## src/rtl/hdmi_sched_pkg.sv

```systemverilog
// hdmi_sched_pkg: island phase encoding and fixed island period lengths
package hdmi_sched_pkg;
  typedef enum logic [2:0] {
    CTRL        = 3'd0,
    PREAMBLE    = 3'd1,
    LEAD_GUARD  = 3'd2,
    PACKET      = 3'd3,
    TRAIL_GUARD = 3'd4
  } phase_t;
  localparam int PREAMBLE_LEN  = 8;
  localparam int GUARD_LEN     = 2;
  localparam int PACKET_LEN    = 32;
  localparam int VIDEO_RESERVE = 14;
endpackage

```

## src/rtl/hdmi_rr_arbiter.sv

```systemverilog
// hdmi_rr_arbiter: picks a packet owner from req; rotating pointer advances past each winner on take.
// Ports: clk_pixel/reset (async, active-high), req (level requests), take (commit the pick),
// win (chosen index), any (some request present). HDMI_SCHED_FIXED_PRIORITY_EN selects lowest-index-wins.
module hdmi_rr_arbiter #(
  parameter int NUM_REQ = 4,
  parameter int SW      = $clog2(NUM_REQ)
) (
  input  logic               clk_pixel,
  input  logic               reset,
  input  logic [NUM_REQ-1:0] req,
  input  logic               take,
  output logic [SW-1:0]      win,
  output logic               any
);
`ifdef HDMI_SCHED_FIXED_PRIORITY_EN
  logic unused;
  assign unused = &{1'b0, clk_pixel, reset, take};
  always_comb begin
    win = '0;
    any = 1'b0;
    for (int i = NUM_REQ - 1; i >= 0; i--)
      if (req[i]) begin
        win = SW'(i);
        any = 1'b1;
      end
  end
`else
  logic [SW-1:0] ptr;
  // Scan downward in distance from ptr so the nearest requester at or after ptr wins.
  always_comb begin
    int j;
    j = 0;
    win = '0;
    any = 1'b0;
    for (int i = NUM_REQ - 1; i >= 0; i--) begin
      j = int'(ptr) + i;
      j = j >= NUM_REQ ? j - NUM_REQ : j;
      if (req[j]) begin
        win = SW'(j);
        any = 1'b1;
      end
    end
  end
  always_ff @(posedge clk_pixel or posedge reset)
    if (reset) ptr <= '0;
    else if (take) ptr <= int'(win) == NUM_REQ - 1 ? '0 : win + 1'b1;
`endif
endmodule

```

## src/rtl/hdmi_island_scheduler.sv

```systemverilog
// hdmi_island_scheduler: sequences one HDMI data island per line and shares its packet slots among requesters.
// Ports: clk_pixel/reset (async, active-high), cx/cy (timing counters), screen_start_x (first active column),
// req (level requests) -> grant (one-cycle at packet pixel 0), packet_sel, packet_null, phase, packet_pixel.
// All outputs describe the cx sampled on the previous edge. HDMI_SCHED_FIXED_PRIORITY_EN: fixed-priority arbitration.
module hdmi_island_scheduler
  import hdmi_sched_pkg::*;
#(
  parameter int BIT_WIDTH     = 10,
  parameter int BIT_HEIGHT    = 10,
  parameter int NUM_REQ       = 4,
  parameter int MAX_PACKETS   = 18,
  parameter int ISLAND_OFFSET = 4
) (
  input  logic                       clk_pixel,
  input  logic                       reset,
  input  logic [BIT_WIDTH-1:0]       cx,
  input  logic [BIT_HEIGHT-1:0]      cy,
  input  logic [BIT_WIDTH-1:0]       screen_start_x,
  input  logic [NUM_REQ-1:0]         req,
  output logic [NUM_REQ-1:0]         grant,
  output logic [$clog2(NUM_REQ)-1:0] packet_sel,
  output logic                       packet_null,
  output logic [2:0]                 phase,
  output logic [4:0]                 packet_pixel
);
  localparam int SW = $clog2(NUM_REQ);
  phase_t ph, nxt;
  logic [4:0] cnt, slot, n_pk, fit, pc, m1, n_now;
  logic armed, jump, decide, last, slot_start, any;
  logic [BIT_WIDTH-1:0] last_cx;
  logic [BIT_HEIGHT-1:0] last_cy;
  logic signed [BIT_WIDTH:0] avail;
  logic [SW-1:0] win;
  always_comb begin
    avail = $signed({1'b0, screen_start_x}) - (BIT_WIDTH+1)'(ISLAND_OFFSET + PREAMBLE_LEN + 2*GUARD_LEN + VIDEO_RESERVE);
    fit = avail[BIT_WIDTH] ? 5'd0 : 5'(avail[BIT_WIDTH-1:5]);
    pc = 5'($countones(req));
    m1 = pc < fit ? pc : fit;
    n_now = m1 < 5'(MAX_PACKETS) ? m1 : 5'(MAX_PACKETS);
    jump = cx != last_cx + 1'b1 || cy != last_cy;
    decide = ph == CTRL && !armed && cx == BIT_WIDTH'(ISLAND_OFFSET - 1) && n_now != 5'd0;
    last = (ph == PREAMBLE && cnt == 5'(PREAMBLE_LEN - 1)) ||
           ((ph == LEAD_GUARD || ph == TRAIL_GUARD) && cnt == 5'(GUARD_LEN - 1)) ||
           (ph == PACKET && cnt == 5'(PACKET_LEN - 1));
    nxt = ph == PREAMBLE ? LEAD_GUARD :
          ph == LEAD_GUARD ? PACKET :
          ph == PACKET ? (5'(slot + 1'b1) == n_pk ? TRAIL_GUARD : PACKET) : CTRL;
    // A discontinuous cx/cy aborts the island, so a slot never starts on a jump.
    slot_start = !jump && last && nxt == PACKET;
  end
  hdmi_rr_arbiter #(.NUM_REQ(NUM_REQ), .SW(SW)) u_arb (
    .clk_pixel(clk_pixel),
    .reset(reset),
    .req(req),
    .take(slot_start && any),
    .win(win),
    .any(any)
  );
  always_ff @(posedge clk_pixel or posedge reset)
    if (reset) begin
      ph <= CTRL;
      cnt <= '0;
      slot <= '0;
      n_pk <= '0;
      armed <= 1'b0;
      last_cx <= '0;
      last_cy <= '0;
      grant <= '0;
      packet_sel <= '0;
      packet_null <= 1'b0;
    end else begin
      last_cx <= cx;
      last_cy <= cy;
      grant <= '0;
      if ((ph != CTRL || armed) && jump) begin
        ph <= CTRL;
        armed <= 1'b0;
        cnt <= '0;
        packet_null <= 1'b0;
      end else if (decide) begin
        armed <= 1'b1;
        n_pk <= n_now;
      end else if (armed) begin
        armed <= 1'b0;
        ph <= PREAMBLE;
        cnt <= '0;
      end else if (ph != CTRL) begin
        cnt <= last ? 5'd0 : cnt + 1'b1;
        if (last) begin
          ph <= nxt;
          packet_null <= 1'b0;
        end
        if (slot_start) begin
          slot <= ph == LEAD_GUARD ? 5'd0 : slot + 1'b1;
          grant <= any ? NUM_REQ'(1) << win : '0;
          packet_sel <= any ? win : '0;
          packet_null <= !any;
        end
      end
    end
  assign phase = ph;
  assign packet_pixel = ph == PACKET ? cnt : 5'd0;
endmodule
```

## config.mk

```make
export PLATFORM = sky130hd
export DESIGN_NAME = hdmi_island_scheduler
export DESIGN_NICKNAME = d
export VERILOG_FILES = /design/src/rtl/hdmi_sched_pkg.sv /design/src/rtl/hdmi_rr_arbiter.sv /design/src/rtl/hdmi_island_scheduler.sv
export SDC_FILE = /design/constraint.sdc
export NUM_CORES = 1
export LEC_CHECK = 0
export CORE_MARGIN = 1
export CORE_UTILIZATION = 45
export CTS_CLUSTER_DIAMETER = 50
export CTS_CLUSTER_SIZE = 8
export DETAILED_ROUTE_END_ITERATION = 7
export DONT_BUFFER_PORTS = 1
export GPL_TIMING_DRIVEN = 0
export PLACE_DENSITY = 0.63
export SYNTH_ARGS = -nofsm -noshare
export SYNTH_HDL_FRONTEND = slang
export SYNTH_SLANG_ARGS = --single-unit
```

## constraint.sdc

```tcl
create_clock -name clk_pixel -period 2.9 [get_ports clk_pixel]
set_input_delay 0.58 -clock clk_pixel [delete_from_list [all_inputs] [get_ports clk_pixel]]
set_output_delay 0.58 -clock clk_pixel [all_outputs]
set_load 0.02 [all_outputs]
```

==> flow_summary.ini <==
[power_and_ir_drop]
p_sw_mw = 0.3390
intPower_mw = 0.9597
leakagePower_nw = 1.452
power_density_nw_per_um2 = 398.0
power_frac_seq_pct = 54.5
combPwrFrac_pct = 13.7
power_mw = 1.299
pwr-share-clk_pct = 31.8
irDropWorstVdd_uv = 196.0
swShare_pct = 26.10

[min_path]
hp-class = primary input to async pin

[critical_path]
rr_worst_depth = 10
start_kind = register
rr_startpoint = last_cx[1]
timing.rr.end = slot[0]
crit_type = register to register
worstPathArrival_ps = 3050
r2r_slack_ps = 30
cp.required_ps = 3090
worst-path-max-fanout = 6
crit_path_end_kind = register

[sta]
drv_slew = 0
maxSlewHeadroom_pct = 37.54
setup_violations = 0
fin_crit_sh_pct = 98.79
finalHoldViolations = 0
worst_pin_slew_ps = 928.4
grt_setup_unrepaired = true
max_freq_mhz = 349.0
skew_ps = 6.754
setup_tns_ps = 0
fin_crit_ps = 2865

[final_layout]
regArea_sq_um = 1202
final_util_pct = 53.84
fin_area_sq_um = 3263
layout-drive-gt1-share_pct = 15.43
nets = 360
multi_input_area_sq_um = 1664
syn_to_final_growth_pct = 12.90
instances_no_fill = 386
nFillCells = 561
diodes = 0

[routing]
drc = 0
vias_per_cell = 5.759
wl_per_cell_um = 16.05
first_iter_violations = 73
vias = 2223
ant_nets = 0
drt-pass1-iter-count = 4
drt_wl_total_um = 6196

[placement]
port_buffers = 0
hpwl_um = 4477
dp.cells = 367
placed_area_sq_um = 3010
gp_congestion = 0.8119

[clocking]
cts_sinks = 48
htree_levels = 2
tritoncts = done
clk_pin_slew_ps = 90
numCtsBuffers = 5
cts-root-buf = clkbuf_8
clock_latency_ps = 300
clk_path_buf_depth = 2

[synthesis]
synth_top_cell_by_area = dfrtp_1
synth-compound-area-share_pct = 15.06
synthesis.nets = 341
yosys.area_share.simple_pct = 21.34
synth-main-ff-cell = dfrtp_1
ys_top_cells_by_count = dfrtp_1 (48), inv_1 (18), nand2_1 (17)
avgSynthCellArea_sq_um = 9.932
synthCells = 291
yosysWarningCount = 0
yosysMostFrequentCell = dfrtp_1
ys_seq_area_share_pct = 41.56
ys_types = 61
synth_top_area_share_pct = 41.56
synth_top_family_by_area = simple AND/OR/NAND/NOR gates
synthesis.area_sq_um = 2890
synth-seq-cells = 48
synth_edf_count = 0
netlist_top_cells_area = dfrtp_1 (42%), ha_1 (5.6%), xor2_1 (4.2%), xnor2_1 (3.9%), a21oi_1 (2.6%)
synth-xor-area-share_pct = 8.182
muxShareOfSynthArea_pct = 4.026
synth-async-reset-ratio_pct = 100.0
synth-adder-area-share_pct = 6.320

[run_status]
status = finished, final reports clean

[global_route]
antenna_found_initial = 0
grt_pass1_wl_um = 9756
grt_pass1_vias = 2101
grt_usage_pct = 19.39
grt_overflow = 0
grt_max_degree = 43

[die]
core_area_sq_um = 6061
die_width_um = 82.14
fp-row-count = 28
initial_core_util_pct = 47.69
die-area_sq_um = 6747
ios = 51
die_y_um = 82.14

[run]
cap_violations = 0
==> critical path: stages, from the launching register on <==
cell,delay [ps]
dfrtp_1,420
ha_4,250
xor2_1,130
nor4_1,240
nand4_1,160
or3_4,360
or3_4,380
buf_8,150
nor3_4,200
buf_6,160
mux2_4,300
==> power by group through the flow <==
| stage | registers, mW | clock network (mW) | logic [mW] |
|---|---|---|---|
| detailed placement | 0.722 | 0 | 0.167 |
| global placement | 0.721 | 0 | 0.161 |
| floorplan | 0.717 | 0 | 0.137 |
| CTS | 0.707 | 0.430 | 0.173 |
| finish | 0.708 | 0.412 | 0.178 |
| global route | 0.711 | 0.452 | 0.206 |
==> timing repair <==
item	4_1_cts	5_1_grt
buffers inserted	3	7
pin swaps	1	10
gates resized for setup	5	13
endpoints found under the setup margin	16	14
hold buffers	0	0
gates cloned	0	1
hold endpoints to repair	0	0
==> cells by family after synthesis <==
kind of cell / Yosys count
flops: 48
buf+inv: 24
simple gates: 105
fa+ha+maj: 14
compound gates: 62
xor+xnor: 27
mux: 11
==> state kept, by name (all words and copies together), names as in the netlist <==
signal	count
last_cx	10
last_cy	10
cnt	5
n_pk	5
slot	5
grant	4
phase	3
packet_sel	2
u_arb.ptr	2
armed	1
packet_null	1
==> per-stage QoR <==
stage	worst slack [ps]	hold slack, ps
global placement	-233.0	510.0
detailed placement	-275.6	369.9
global route	-74.86	38.26
floorplan	55.38	481.1
finish	34.96	49.31
CTS	5.557	39.00
==> routing by layer <==
| metal | vias up | routed length [um] | global-route usage [%] |
|---|---|---|---|
| li1 | 1091 | - | - |
| met1 | 1067 | 2856 | 24.20 |
| met2 | 52 | 2907 | 32.40 |
| met3 | 13 | 285 | 4.945 |
| met4 | 0 | 146 | 6.842 |
| met5 | - | 0 | 0 |
==> area by class of cell <==
type,count,share of cell area [%]
inverters,18,2.071
multi-input cells,219,51.00
clock inverters,2,0.3067
flip-flops and latches,48,36.85
clock buffers,6,2.531
plain buffers,6,1.265
well taps,75,2.876
repair buffers,12,3.106
==> how the worst max path moves through the flow <==
stage / startpoint / to
after global placement: req[0] / n_pk[0]
after global routing: last_cx[1] / slot[0]
after detailed placement: cy[9] / slot[0]
after floorplan: req[0] / n_pk[0]
after CTS: last_cx[0] / slot[0]
final: last_cx[1] / slot[0]
==> placed cells by master, fill, tap and decap left out, types with 3 or more instances in the layout <==
cell / instances
a21o_1: 5
a21oi_1: 15
a31oi_1: 4
and2_1: 3
and3_1: 10
buf_4: 8
clkbuf_1: 4
clkbuf_8: 6
dfrtp_1: 47
ha_1: 12
inv_1: 17
mux2_4: 4
mux2i_1: 6
nand2_1: 16
nand2b_1: 5
nand3_1: 10
nor2_1: 15
nor2b_1: 6
nor3_1: 7
nor4_1: 8
o21ai_0: 4
o21ai_2: 4
o22ai_1: 4
or3_1: 3
xnor2_1: 13
xor2_1: 14
No activity file was read; power rests on OpenSTA's default activity.
